<file path="src/rtl/if_stage.sv">
// ----------------------------------------------------------------------------
// if_stage -- instruction fetch stage.
//
// Holds the PC and the IF/ID pipeline register. It selects the next PC from
// these sources, highest priority first: execute-stage branch, decode-stage
// exception, jr/jalr, j/jal, interrupt slot, stall (hold), and sequential
// increment.
//
// Build option: define IF_IRQ_EN to add the external interrupt path. That
// path has a two-flop synchroniser, a rising-edge detector, a pending flag,
// and an interrupt slot that vectors to 0x80000004. Without the macro, IRQ
// is ignored and IF_ID[64] stays 0.
//
// Ports:
//   clk            in   1  clock, rising edge
//   reset          in   1  asynchronous active-high reset
//   bubble         in   1  load-use stall, hold fetch
//   PCSrcJ         in   1  j/jal redirect
//   PCSrcJR        in   1  jr/jalr redirect
//   jump_address   in  32  j/jal target
//   jr_address     in  32  jr/jalr target
//   exception      in   1  illegal-op redirect to 0x80000008
//   branch_taken   in   1  resolved taken branch from execute
//   branch_address in  32  branch target
//   IRQ            in   1  external interrupt, asynchronous
//   instr_addr     out 32  ROM address (= PC)
//   instr_data     in  32  ROM data for instr_addr, same cycle
//   ID_Flush       out  1  = branch_taken, squashes ID/EX
//   IF_ID          out 65  {irq_slot, PC_Plus4, instruction}
// ----------------------------------------------------------------------------
module if_stage (
    input  logic        clk,
    input  logic        reset,
    input  logic        bubble,
    input  logic        PCSrcJ,
    input  logic        PCSrcJR,
    input  logic [31:0] jump_address,
    input  logic [31:0] jr_address,
    input  logic        exception,
    input  logic        branch_taken,
    input  logic [31:0] branch_address,
    input  logic        IRQ,
    output logic [31:0] instr_addr,
    input  logic [31:0] instr_data,
    output logic        ID_Flush,
    output logic [64:0] IF_ID
);

    localparam logic [31:0] ResetPc   = 32'h8000_0000;
    localparam logic [31:0] IrqVector = 32'h8000_0004;
    localparam logic [31:0] ExcVector = 32'h8000_0008;

    logic [31:0] pc_q, pc_d;
    logic [31:0] pc_plus4;
    logic [64:0] if_id_q, if_id_d;
    logic        decode_redirect;
    logic        irq_take;

    // Bit 31 is the supervisor bit. The increment never carries into it.
    assign pc_plus4 = {pc_q[31], pc_q[30:0] + 31'd4};

    // A stalled decode instruction will replay, so its redirects are ignored.
    assign decode_redirect = ~bubble & (exception | PCSrcJR | PCSrcJ);

`ifdef IF_IRQ_EN
    logic irq_meta_q, irq_sync_q, irq_prev_q;
    logic irq_pending_q, irq_pending_d;
    logic irq_edge;

    // Edges seen while already in supervisor space are dropped.
    assign irq_edge      = irq_sync_q & ~irq_prev_q & ~pc_q[31];
    assign irq_take      = (irq_pending_q | irq_edge) & ~branch_taken & ~decode_redirect
                           & ~bubble;
    assign irq_pending_d = (irq_pending_q | irq_edge) & ~irq_take;

    always_ff @(posedge clk or posedge reset) begin
        if (reset) begin
            irq_meta_q    <= 1'b0;
            irq_sync_q    <= 1'b0;
            irq_prev_q    <= 1'b0;
            irq_pending_q <= 1'b0;
        end else begin
            irq_meta_q    <= IRQ;
            irq_sync_q    <= irq_meta_q;
            irq_prev_q    <= irq_sync_q;
            irq_pending_q <= irq_pending_d;
        end
    end
`else
    logic unused_irq;
    assign unused_irq = IRQ;
    assign irq_take   = 1'b0;
`endif

    always_comb begin
        pc_d    = pc_plus4;
        if_id_d = {1'b0, pc_plus4, instr_data};
        if (branch_taken) begin
            pc_d    = {branch_address[31:2], 2'b00};
            if_id_d = '0;
        end else if (decode_redirect) begin
            if_id_d = '0;
            if (exception) begin
                pc_d = ExcVector;
            end else if (PCSrcJR) begin
                pc_d = {jr_address[31:2], 2'b00};
            end else begin
                pc_d = {jump_address[31:2], 2'b00};
            end
        end else if (irq_take) begin
            // The return address is the PC that was not fetched.
            pc_d    = IrqVector;
            if_id_d = {1'b1, pc_q, 32'h0};
        end else if (bubble) begin
            pc_d    = pc_q;
            if_id_d = if_id_q;
        end
    end

    always_ff @(posedge clk or posedge reset) begin
        if (reset) begin
            pc_q    <= ResetPc;
            if_id_q <= '0;
        end else begin
            pc_q    <= pc_d;
            if_id_q <= if_id_d;
        end
    end

    assign instr_addr = pc_q;
    assign ID_Flush   = branch_taken;
    assign IF_ID      = if_id_q;

endmodule

</file>
<file path="config.mk">
export PLATFORM = sky130hd
export DESIGN_NAME = if_stage
export DESIGN_NICKNAME = d
export VERILOG_FILES = /design/src/rtl/if_stage.sv
export SDC_FILE = /design/constraint.sdc
export NUM_CORES = 1
export LEC_CHECK = 0
export CAP_MARGIN = 20
export CORE_ASPECT_RATIO = 2
export CORE_MARGIN = 8
export CORE_UTILIZATION = 38
export CTS_BUF_LIST = sky130_fd_sc_hd__clkbuf_16
export DETAILED_ROUTE_END_ITERATION = 12
export GPL_TIMING_DRIVEN = 0
export HOLD_SLACK_MARGIN = 0.1
export PLACE_DENSITY_LB_ADDON = 0.25
export SETUP_SLACK_MARGIN = 0.5
export SLEW_MARGIN = 40
export SYNTH_ARGS = -nofsm -noshare
export SYNTH_HDL_FRONTEND = slang
export SYNTH_SLANG_ARGS = --single-unit
</file>
<file path="constraint.sdc">
create_clock -name clk -period 2.6 [get_ports clk]
set_clock_uncertainty 0.1 [all_clocks]
set_input_delay 0.26 -clock clk [delete_from_list [all_inputs] [get_ports clk]]
set_output_delay 0.26 -clock clk [all_outputs]
set_load 0.005 [all_outputs]
</file>
Word-level counts from Yosys, hierarchy flattened:

Index checks and enable logic that the tools add are counted.

* bits of input ports: 136
* register bits after elaboration: 97
* word-level logic and storage cells: 18
* output and inout bits: 98

* reductions and logical operators: 1
* bitwise logic cells: 4
* add/sub/neg operators: 1
* muxes and demuxes: 8
* equal/unequal tests: 1

Operators with widths (count)
* $mux W65: 3
* $mux W32: 4
* $add A31 B3 Y31 const B: 1
* $mux W31: 1
* $ne A3 B1 Y1 const B: 1
* $or A1 B1 Y1: 2
* $reduce_bool A2 Y1: 1
* $and A1 B1 Y1: 1
* $not A1 Y1: 1

Logic depth before layout (Yosys ltp):

Gate-level depths: netlist of run 1.

* word-level depth: 5
* depth in mapped cells: 7
* mapped depth without buffers: 6

Worst setup path after synthesis of run 1:

No wires, ideal clock.

* kind: reg-to-reg
* from: register pc_q[2] (netlist: instr_addr[2])
* to: register pc_q[26] (netlist: instr_addr[26])
* clock period less this slack: 2.232 ns
* arrival time: 2.038 ns
* path slack: 0.368 ns
* stages on the path, launching flop included: 7
* data required time: 2.406 ns
* library setup time: 0.094 ns
* path buffers: 0
* cell sequence: dfrtp_1 > ha_1 > nand4_2 > or4_4 > nor4_4 > o21ai_2 > a221oi_2

* cells in the longest elaborated chain, start to end: 4

RTL lines
* start: declaration: RTL line 53 `logic [31:0] pc_q, pc_d;`
* start signal: assignment: RTL line 122 `pc_q <= ResetPc;`
* start signal: assignment: RTL line 125 `pc_q <= pc_d;`
* $add A31 B3 Y31: RTL line 60 `assign pc_plus4 = {pc_q[31], pc_q[30:0] + 31'd4};`
* $mux W31: RTL line 114 `end else if (bubble) begin`
* $mux W32: RTL line 101 `end else if (decode_redirect) begin`
* $mux W32: RTL line 98 `if (branch_taken) begin`

Every way passes these cells. The select of a mux whose other input is x is not followed.
A chain may end at the register's enable or synchronous reset.

Worst setup path after layout of run 1:

* from: register pc_q[18] (netlist: instr_addr[18])
* to: register if_id_q[59] (netlist: IF_ID[59])

* cells in the longest elaborated chain, start to end: 4

RTL lines
* $add A31 B3 Y31: RTL line 60
* $mux W65: RTL line 114
* $mux W65: RTL line 101
* $mux W65: RTL line 98
* end signal: assignment: RTL line 126 `if_id_q <= if_id_d;`
* end: declaration: RTL line 55 `logic [64:0] if_id_q, if_id_d;`

Every way passes these cells. The select of a mux whose other input is x is not followed.

==> impl_metrics.ini, run 1 <==
[die]
die-height_um = 179
core_region_area_um2 = 13000
pin_count = 234
initial_core_utilization_pct = 39.0
die_area_um2 = 17500
std_cell_rows = 59
die_w_um = 97.6

[route]
drt_first_iter_violations = 280
total_wire_length_mm = 21.6
final_antenna_net_count = 0
drt-wirelength-per-cell_um = 23.3
remaining_drc_errors = 0
detail_route.vias_per_cell = 5.77
dr.pass1.iters = 5
num_vias = 5347

[layout]
final_area_um2 = 8220
nets = 907
synthToLayoutAreaGrowth_pct = 62.3
finish.utilization_pct = 63.3
drive_gt1_share_pct = 14.6
fin_cells = 927
n_antenna_cell = 0

[global_route]
grt_pass1_wl_mm = 32.1
grt_util_all_layers_pct = 23.7
number_of_antenna_violations_at_the_first_check_in_global_routing = 0
via_count_of_the_first_global_routing_pass = 5810
overflow_after_grt = 0
grt_start_max_net_pins = 27

[logic_synthesis]
synth_sequential_area_ratio_pct = 46.0
edff_count_synth = 0
ys_ff_latch = 93
mappedNetlistArea_um2 = 5070
asyncSetResetFlopFracSynth_pct = 100
fraction_of_post_synthesis_cell_area_in_the_top_cell_type_by_area_pct = 45.4
yosysWarnings = 0
syn_avg_cell_area_um2 = 9.89
ys_flop_type = sky130_fd_sc_hd__dfrtp_1
synth_area_leaders = sky130_fd_sc_hd__dfrtp_1 (45%), sky130_fd_sc_hd__a22o_1 (7.3%), sky130_fd_sc_hd__o21ai_0 (5.6%)
synthCells = 512
yosys.cell_types.count = 65
synthDominantAreaCellType = sky130_fd_sc_hd__dfrtp_1

[timing]
max-slew-margin-rel_pct = 50.3
whs_ns = 0.142
setup_repair_after_global_routing_missed_its_margin = true
slew_violations = 0
achievable-frequency_mhz = 477
hold_violations = 0
finalSetupViolations = 0
min_period_over_period_pct = 80.7
worstMarginPinSlew_ns = 0.746
post-route-min-period_ns = 2.10

[placement]
gp_routability_congestion = 0.905
dp_cells = 892
hpwl_mm = 16.7
postPlaceCellArea_um2 = 7610
placement.io_buffers = 222

[clock_network]
tritoncts = yes
h_tree_lvls = 3
cts_num_sinks = 93
num_cts_buffers = 9
clock_insertion_delay_at_the_later_pin_of_the_skew_report_ns = 0.35
clock_transition_time_at_the_flip_flop_clock_pins_of_the_worst_setup_and_hold_paths_ns = 0.07
root_buffer = sky130_fd_sc_hd__clkbuf_16
cts_buffer_depth = 2

[pwr]
power.ir.vdd_worst_mv = 0.422
power.total_mw = 3.92
cellLeakagePower_nw = 3.41
p_per_area_nw_per_um2 = 477

[min_path]
min-delay-path-class = in -> async

[worst_setup_path]
regToRegEndpoint = IF_ID[59]
critical_path_peak_fanout = 8
critPathRequiredTime_ns = 2.74
worstSetupPathType = reg -> reg
startpoint_type_of_the_worst_setup_path = flop
r2r_cells = 6
critPathArrivalTime_ns = 2.23
r2r_slack_ns = 0.50
critPathCaptureType = flop
crit-reg2reg-launch = instr_addr[18]

[flow_run]
max_cap_viol_count = 0

[run_status]
outcome = complete, no violations
-- cells by family after synthesis --
group	Yosys count	synth area share, %
adders and majority gates	1	0.247
and+or+nand+nor	135	14.6
muxes	28	5.71
buffers and inverters	55	5.73
other	1	0.0740
AOI/OAI and AO/OA	176	23.7
DFF	93	46.0
xor gates and xnor gates	23	3.98
-- power by group --
part	switching (mW)	total, mW	internal (mW)
logic	0.433	0.953	0.521
clock network	0.592	1.34	0.743
registers	0.111	1.64	1.52
-- layout by cell type (no fill, tap or decap), types with 12 or more instances in the layout --
cell and instances:
sky130_fd_sc_hd__mux2i_1 21, sky130_fd_sc_hd__dfrtp_1 82, sky130_fd_sc_hd__a22o_1 42, sky130_fd_sc_hd__buf_4 20, sky130_fd_sc_hd__nor3_1 13, sky130_fd_sc_hd__xor2_1 12, sky130_fd_sc_hd__clkdlybuf4s50_1 222, sky130_fd_sc_hd__clkbuf_1 14
sky130_fd_sc_hd__nand2_1 39, sky130_fd_sc_hd__inv_1 13, sky130_fd_sc_hd__nor2_1 20, sky130_fd_sc_hd__a21oi_1 26, sky130_fd_sc_hd__o21ai_0 53
-- critical path, cell delays in order, from the launching register on --
cell,delay (ns)
sky130_fd_sc_hd__dfrtp_1,0.36
sky130_fd_sc_hd__clkbuf_4,0.19
sky130_fd_sc_hd__nand4_1,0.38
sky130_fd_sc_hd__nor2_2,0.35
sky130_fd_sc_hd__a31oi_1,0.13
sky130_fd_sc_hd__or2_1,0.27
sky130_fd_sc_hd__a22o_1,0.21
-- synthesized netlist by cell type (all sizes together) (11+ instances only) --
| library cell | number |
|---|---|
| a21oi | 26 |
| a22o | 42 |
| buf | 11 |
| clkbuf | 30 |
| dfrtp | 92 |
| inv | 12 |
| mux2i | 21 |
| nand2 | 39 |
| nand3 | 12 |
| nand4 | 12 |
| nor2 | 24 |
| nor3 | 18 |
| o21ai | 64 |
| xor2 | 14 |
-- worst max path at each step --
stage | startpoint | to | slack [ns] | cells past startpoint
final | instr_addr[18] | IF_ID[59] | 0.50 | 6
after global routing | instr_addr[3] | instr_addr[28] | 0.42 | 8
after CTS | instr_addr[9] | instr_addr[25] | 0.42 | 6
after detailed placement | bubble | instr_addr[4] | -0.26 | 7
after global placement | bubble | instr_addr[16] | -0.24 | 7
after floorplan | instr_addr[2] | instr_addr[26] | 0.53 | 6
-- registers in the layout, summed over array words and instances, names as in the netlist --
signal	flops
instr_addr	30
IF_ID	63
-- metal layers --
metal / global-route usage [%] / vias up / wire [um]
met4: 16.7 / 0 / 1330
li1: - / 2406 / -
met2: 44.4 / 235 / 11800
met3: 4.82 / 70 / 1090
met1: 22.4 / 2636 / 7390
met5: 0 / - / 0
-- through the flow --
| step | setup TNS [ns] | worst slack, ns |
|---|---|---|
| 6_report | 0 | 0.502 |
| 5_1_grt | 0 | 0.421 |
| 4_1_cts | 0 | 0.424 |
| 3_5_place_dp | -6.21 | -0.265 |
| 3_3_place_gp | -4.29 | -0.242 |
| 2_1_floorplan | 0 | 0.529 |
-- cell type report --
type,count,area [um^2]
Clock buffer,9,225
Clock inverter,7,68.8
Fill cell,1114,4770
Buffer,42,267
Tap cell,152,190
Inverter,13,52.6
Sequential cell,93,2340
Timing Repair Buffer,245,2500
Multi-Input combinational cell,366,2580
-- timing repair --
| item | in CTS | in global routing |
|---|---|---|
| pin swaps | 3 | 13 |
| hold buffers | 0 | 0 |
| setup endpoints to repair | 80 | 63 |
| gates resized for setup | 19 | 35 |
| setup buffers | 10 | 9 |
Power figures use the tool's default switching activity.
==> run 2: changes to the inputs <==
--- a/config.mk
+++ b/config.mk
@@ -8,7 +8,7 @@
 export CAP_MARGIN = 20
 export CORE_ASPECT_RATIO = 2
 export CORE_MARGIN = 8
-export CORE_UTILIZATION = 38
+export CORE_UTILIZATION = 42
 export CTS_BUF_LIST = sky130_fd_sc_hd__clkbuf_16
 export DETAILED_ROUTE_END_ITERATION = 12
 export GPL_TIMING_DRIVEN = 0
==> constraint.sdc (replaced) <==
create_clock -name clk -period 2 [get_ports clk]
set_clock_uncertainty 0.1 [all_clocks]
set_input_delay 0.2 -clock clk [delete_from_list [all_inputs] [get_ports clk]]
set_output_delay 0.2 -clock clk [all_outputs]
set_load 0.005 [all_outputs]
==> run 2 against run 1 <==
The run now ends with negative setup slack left. Via count up 9.0%. Clock power up 32%. Global-route usage up 1.7 points. First-iteration DRC count up 85%. Combinational power up 61%. Setup slack worse by 0.61 ns. Hold slack better by 0.0072 ns. Register-to-register slack worse by 0.61 ns. Wire length up 4.1%. Critical path depth up 2. Utilization up 12 points.
==> impl_metrics.ini, run 2 (synthesized netlist as in run 1, its figures left out) <==
[run_status]
outcome = finished with violations
violations_in_the_final_reports = negative setup slack

[pwr]
cellLeakagePower_nw = 4.21
power.total_mw = 5.39
p_per_area_nw_per_um2 = 597
power.ir.vdd_worst_mv = 0.487

[route]
final_antenna_net_count = 0
detail_route.vias_per_cell = 5.95
num_vias = 5828
drt_first_iter_violations = 517
total_wire_length_mm = 22.5
remaining_drc_errors = 0
drt-wirelength-per-cell_um = 23.0
dr.pass1.iters = 5

[clock_network]
cts_buffer_depth = 2
root_buffer = sky130_fd_sc_hd__clkbuf_16
h_tree_lvls = 3
clock_transition_time_at_the_flip_flop_clock_pins_of_the_worst_setup_and_hold_paths_ns = 0.07
ctsHoldBuffers = 0
clock_insertion_delay_at_the_later_pin_of_the_skew_report_ns = 0.35
num_cts_buffers = 9
cts_num_sinks = 93
tritoncts = yes

[global_route]
overflow_after_grt = 0
grt_start_max_net_pins = 26
number_of_antenna_violations_at_the_first_check_in_global_routing = 0
via_count_of_the_first_global_routing_pass = 5728
grt_pass1_wl_mm = 31.7
grt_util_all_layers_pct = 25.4

[die]
initial_core_utilization_pct = 42.3
die_w_um = 93.7
die-height_um = 171
std_cell_rows = 57
core_region_area_um2 = 12000
die_area_um2 = 16000
pin_count = 234

[layout]
finish.utilization_pct = 75.3
final_area_um2 = 9020
synthToLayoutAreaGrowth_pct = 78.1
drive_gt1_share_pct = 29.2
largest_register_ff_count = 63
n_antenna_cell = 0
commonest_cells_after_routing_fill_and_taps_aside = sky130_fd_sc_hd__clkdlybuf4s50_1 (127), sky130_fd_sc_hd__dlygate4sd2_1 (83), sky130_fd_sc_hd__dfrtp_1 (79)
layout.cells.most_common = sky130_fd_sc_hd__clkdlybuf4s50_1
nets = 965

[placement]
placement.io_buffers = 222
gp_routability_congestion = 0.900
hpwl_mm = 14.6
postPlaceCellArea_um2 = 7610

[worst_setup_path]
startpoint_type_of_the_worst_setup_path = flop
path_common_cell = sky130_fd_sc_hd__buf_6
critPathRequiredTime_ns = 2.15
crit-reg2reg-launch = instr_addr[7]
critPathArrivalTime_ns = 2.26
cpMaxStageDelayCell = sky130_fd_sc_hd__dfrtp_2
r2r_slack_ns = -0.11
crit_chain = nand4_1 > buf_6 > nor4_4 > buf_4 > buf_6 > and4_4 > o21ai_2 > a221oi_2
worstSetupPathType = reg -> reg
r2r_cells = 8
critPathCaptureType = flop
regToRegEndpoint = instr_addr[23]
critPathMaxStageDelay_ns = 0.44
critical_path_peak_fanout = 5

[timing]
setup_repair_after_global_routing_missed_its_margin = true
worstMarginPinSlew_ns = 0.798
layout_setup_ws_ns = -0.109
setup_tns_ns = -0.548
finalSetupViolations = 11
min_period_over_period_pct = 105
post-route-min-period_ns = 2.11
hold_violations = 0
slew_violations = 0
whs_ns = 0.150
max-slew-margin-rel_pct = 46.8
achievable-frequency_mhz = 474

[flow_run]
max_cap_viol_count = 0

[min_path]
min-delay-path-class = in -> async
## run 2: cell type report
class	instances	area (um^2)
Buffer	42	329
Fill cell	821	2960
Tap cell	147	184
Inverter	13	52.6
Timing Repair Buffer	303	2840
Sequential cell	93	2340
Multi-Input combinational cell	366	2980
Clock buffer	9	225
Clock inverter	7	72.6
## run 2: report_power, final
group | internal [mW] | leakage, nW | switching (mW)
combinational | 0.799 | 2.86 | 0.729
sequential | 1.98 | 1.20 | 0.108
clock | 0.975 | 0.148 | 0.796
total | 3.76 | 4.21 | 1.63
## run 2: how the worst max path moves through the flow
stage,slack (ns),cells after the start,startpoint,to
after floorplan,0.1,6,instr_addr[2],IF_ID[54]
after detailed placement,-0.65,6,branch_taken,IF_ID[2]
after global routing,-0.18,8,instr_addr[7],instr_addr[23]
final,-0.11,8,instr_addr[7],instr_addr[23]
after CTS,0.003,6,instr_addr[2],instr_addr[26]
after global placement,-0.60,6,branch_taken,IF_ID[55]
## run 2: worst max-delay path: cells and delay by family, from the launching register on
family	cells	cell delay (ns)
AND/OR/NAND/NOR	3	0.69
buffers and inverters	3	0.45
flip-flops	1	0.44
AO/OA/AOI/OAI	2	0.32
## run 2: timing repair
action,in CTS,in global routing
cloned,1,1
endpoints found under the setup margin,186,98
pin swaps,21,50
gates resized for setup,175,117
buffers inserted,53,23
## run 2: per-layer routing
layer	vias to the layer above	share of wire [%]	track usage [%]
li1	2522	-	-
met1	2770	36	31.2
met2	442	48	40.4
met3	94	11	6.99
met4	0	4.7	11.5
met5	-	0	0
## run 2: stage by stage
| step | worst slack, ns | std cells |
|---|---|---|
| 5_1_grt | -0.177 | 980 |
| 2_1_floorplan | 0.0993 | 514 |
| 3_5_place_dp | -0.649 | 886 |
| 6_report | -0.109 | 980 |
| 3_3_place_gp | -0.602 | 883 |
| 4_1_cts | 0.00312 | 956 |
==> run 3: changes to the inputs <==
--- a/config.mk
+++ b/config.mk
@@ -8,8 +8,8 @@
 export CAP_MARGIN = 20
 export CORE_ASPECT_RATIO = 2
 export CORE_MARGIN = 8
-export CORE_UTILIZATION = 42
-export CTS_BUF_LIST = sky130_fd_sc_hd__clkbuf_16
+export CORE_UTILIZATION = 45
+export CTS_BUF_LIST = sky130_fd_sc_hd__clkbuf_8 sky130_fd_sc_hd__clkbuf_16
 export DETAILED_ROUTE_END_ITERATION = 12
 export GPL_TIMING_DRIVEN = 0
 export HOLD_SLACK_MARGIN = 0.1
==> constraint.sdc (replaced) <==
create_clock -name clk -period 2.52 [get_ports clk]
set_clock_uncertainty 0.1 [all_clocks]
set_input_delay 0.252 -clock clk [delete_from_list [all_inputs] [get_ports clk]]
set_output_delay 0.252 -clock clk [all_outputs]
set_load 0.005 [all_outputs]
==> run 3 against run 2 <==
The flow now finishes without violations. Final cell count down 5.9%. Clock-buffer cell count is the same. Flip-flop and latch count stayed put.
==> impl_metrics.ini, run 3 (synthesized netlist as in run 1, its figures left out) <==
[timing]
achievable-frequency_mhz = 500
post-route-min-period_ns = 2.00
worstMarginPinSlew_ns = 0.672
hold_violations = 0
whs_ns = 0.217
finalSetupViolations = 0
setup_repair_after_global_routing_missed_its_margin = true
min_period_over_period_pct = 79.3
max-slew-margin-rel_pct = 55.2
slew_violations = 0

[clock_network]
clock_insertion_delay_at_the_later_pin_of_the_skew_report_ns = 0.34
root_buffer = sky130_fd_sc_hd__clkbuf_16
ctsHoldBuffers = 0
clock_transition_time_at_the_flip_flop_clock_pins_of_the_worst_setup_and_hold_paths_ns = 0.07
tritoncts = yes
h_tree_lvls = 3
cts_num_sinks = 93
num_cts_buffers = 9
cts_buffer_depth = 2

[pwr]
internal_power_mw = 2.79
p_per_area_nw_per_um2 = 481
cellLeakagePower_nw = 3.39
power.combinational.fraction_pct = 24.8
switching_power_mw = 1.15
seq_power_share_pct = 42.8
power.ir.vdd_worst_mv = 0.373
clock_power_share_pct = 32.4
p_sw_share_pct = 29.2

[global_route]
grt_util_all_layers_pct = 24.9
number_of_antenna_violations_at_the_first_check_in_global_routing = 0
overflow_after_grt = 0
grt_pass1_wl_mm = 30.3
grt_start_max_net_pins = 26
via_count_of_the_first_global_routing_pass = 5536

[worst_setup_path]
worstSetupPathType = reg -> reg
critPathCaptureType = flop
critical_path_peak_fanout = 3
startpoint_type_of_the_worst_setup_path = flop
cpMaxStageDelayCell = sky130_fd_sc_hd__or4_4
critPathArrivalTime_ns = 2.15
critPathRequiredTime_ns = 2.67
critPathMaxStageDelay_ns = 0.60
crit_chain = ha_4 > nand4_4 > or4_4 > nor3_2 > o21ai_1 > a221oi_2

[route]
num_vias = 5373
drt-wirelength-per-cell_um = 21.2
detail_route.vias_per_cell = 5.83
final_antenna_net_count = 0
remaining_drc_errors = 0
drt_first_iter_violations = 430
dr.pass1.iters = 5
total_wire_length_mm = 19.5

[placement]
dp_cells = 881
gp_routability_congestion = 0.894
hpwl_mm = 14.5
placement.io_buffers = 222

[layout]
area_of_the_multi_input_gates_um2 = 2560
fin_cells = 922
drive_gt1_share_pct = 15.9
final.fill_count = 854
commonest_cells_after_routing_fill_and_taps_aside = sky130_fd_sc_hd__clkdlybuf4s50_1 (222), sky130_fd_sc_hd__dfrtp_1 (79), sky130_fd_sc_hd__o21ai_0 (51)
synthToLayoutAreaGrowth_pct = 61.5
nets = 913
layout.cells.most_common = sky130_fd_sc_hd__clkdlybuf4s50_1
ff_latch_area_um2 = 2340
largest_register_ff_count = 63
n_antenna_cell = 0

[flow_run]
max_cap_viol_count = 0

[die]
die_area_um2 = 15100
std_cell_rows = 55
pin_count = 234
core_region_area_um2 = 11100
die-height_um = 166
initial_core_utilization_pct = 45.4
die_w_um = 91.0

[run_status]
outcome = complete, no violations

[min_path]
min-delay-path-class = in -> async
==> run 3: routing by layer <==
metal	wire length [um]	part of all wire [%]	vias to the layer above	track usage, %
li1	-	-	2410	-
met1	7790	40	2571	31.0
met2	9150	47	350	38.3
met3	1960	10	42	7.79
met4	605	3.1	0	11.2
met5	0	0	-	0
==> run 3: cell type report <==
| type | count | area share [%] |
|---|---|---|
| multi-input combinational | 366 | 31.3 |
| timing repair buffer | 251 | 30.6 |
| sequential | 93 | 28.7 |
| buffer | 42 | 3.23 |
| clock buffer | 9 | 2.75 |
| tap | 142 | 2.17 |
| inverter | 13 | 0.642 |
| clock inverter | 6 | 0.566 |
==> run 3: worst max-delay path: cells and delay by family, from the launching register on <==
family	cells	cell delay (ns)
adders and majority gates	1	0.16
AOI/OAI and AO/OA	2	0.33
DFF	1	0.40
and+or+nand+nor	3	0.92
==> run 3: stage by stage <==
stage / total power, mW / utilization (%) / setup WS, ns / setup TNS, ns / cell area [um^2]
after floorplan: 2.07 / - / 0.485 / 0 / 5100
after global placement: 2.56 / 67.3 / -0.278 / -4.61 / 7500
after detailed placement: 2.59 / 67.9 / -0.314 / -5.24 / 7570
after CTS: 3.89 / 71.5 / 0.441 / 0 / 7970
after global routing: 4.09 / 73.4 / 0.444 / 0 / 8180
final: 3.93 / 73.4 / 0.522 / 0 / 8180
==> run 3: timing repair <==
| item | CTS | global route |
|---|---|---|
| pin swaps | 6 | 12 |
| buffers inserted | 9 | 17 |
| gates resized for setup | 22 | 40 |
| endpoints found under the setup margin | 85 | 38 |
==> run 3: power by group through the flow <==
stage	sequential, mW	combinational, mW	clock (mW)
3_3_place_gp	1.70	0.858	0
3_5_place_dp	1.71	0.882	0
4_1_cts	1.68	0.907	1.30
5_1_grt	1.69	1.05	1.35
2_1_floorplan	1.69	0.375	0
6_report	1.68	0.977	1.28
==> run 3: path summary, 6_finish.rpt <==
path,from,endpoint,slack (ns),depth (start not counted)
hold / removal,reset,IF_ID[20],0.22,2
max in group asynchronous,reset,instr_addr[31],1.32,4
setup reg to reg,instr_addr[2],instr_addr[22],0.52,6
hold reg to reg,IF_ID[43],IF_ID[43],0.38,2
setup / recovery,instr_addr[2],instr_addr[22],0.52,6
min in group clk,branch_address[31],instr_addr[31],0.35,3
==> patch (settings of run 2) <==
The option `IF_IRQ_EN` is turned on by a define.
--- a/src/rtl/if_stage.sv
+++ b/src/rtl/if_stage.sv
@@ -29,4 +29,6 @@
 //   IF_ID          out 65  {irq_slot, PC_Plus4, instruction}
 // ----------------------------------------------------------------------------
+`define IF_IRQ_EN
+
 module if_stage (
     input  logic        clk,
Function: changed (Yosys sat finds a counterexample within 4 cycles, from zero or initial values and one cycle with reset high).
==> patch against run 2 <==
Critical path type unchanged; first-iteration DRC count increased by 28%; die area increased by 9.0%; sequential cell count increased by 5; maximum frequency decreased by 8.7%; total power increased by 13%; setup slack got worse by 0.20 ns; largest cell class unchanged; critical endpoint is now instr_addr[15]$_DFFE_PP0P_; sequential power increased by 7%; the flow still finishes with violations (setup timing); core utilization increased by 6.9 points; via count increased by 27%; cell area increased by 18%; synthesized area increased by 10%; routed wire length increased by 44%; count of clock-buffer cells in the layout unchanged.
==> patch: results <==
export IMPL_synthAdderAreaFrac=0.00448
export IMPL_drt_iter0_drc=661
export IMPL_synthMuxAreaShare=0.0669
export IMPL_setup_ws_ns=-0.310
export IMPL_grt_use_met2=0.566
export IMPL_grt_max_degree=28
export IMPL_dpl_hpwl_um=19500
export IMPL_largest_reg_flops=64
export IMPL_slowest_stage="dfrtp_1"
export IMPL_synth_compound_area_share=0.263
export IMPL_cts_resized=272
export IMPL_pre_cts_slack_ns=-0.911
export IMPL_yosysSeqAreaShare=0.439
export IMPL_wl_met1_um=10000
export IMPL_synth_area_leaders="dfrtp_1, a22o_1, a21oi_1"
export IMPL_postCtsSetupBuffers=85
export IMPL_r2r_end="instr_addr[15]$_DFFE_PP0P_"
export IMPL_met2_length_um=16500
export IMPL_outcome="finished with violations"
export IMPL_setup_viol=38
export IMPL_wl_met3_um=2950
export IMPL_violations="setup timing"
export IMPL_crit_path_start="instr_addr[9]$_DFFE_PP0P_"
export IMPL_critPathArrivalTime_ns=2.49
export IMPL_gp_congestion=0.961
export IMPL_slowest_delay_ns=0.40
export IMPL_worstMarginPinSlew_ns=0.971
==> patch: changes by cell type in the layout (fill, tap and decap cells not counted), moves of 9 or more <==
cell,run 2,this run
buf_6,26,61
a21oi_1,24,42
buf_4,59,79
o21ai_1,29,18
a21oi_2,2,13
o21ai_0,30,21
==> patch: stage by stage <==
step                      power [mW]  instance area, um2  std cells
final                           6.11               10700       1128
after global routing            6.26               10700       1128
after CTS                       5.72                9950       1082
after detailed placement        3.71                8460        977
after global placement          3.65                8360        973
after floorplan                 2.93                5940        598
==> patch: cell type report <==
class	count	area, um2
Buffer	48	428
Clock buffer	9	225
Clock inverter	7	65.1
Fill cell	783	2320
Inverter	13	58.8
Multi-Input combinational cell	439	3690
Sequential cell	98	2480
Tap cell	152	190
Timing Repair Buffer	362	3540
==> patch: power by group <==
part           switching (mW)  internal, mW  leakage, nW
logic                    1.06          1.07         3.50
registers               0.125          2.10         1.25
clock network           0.887         0.870        0.142
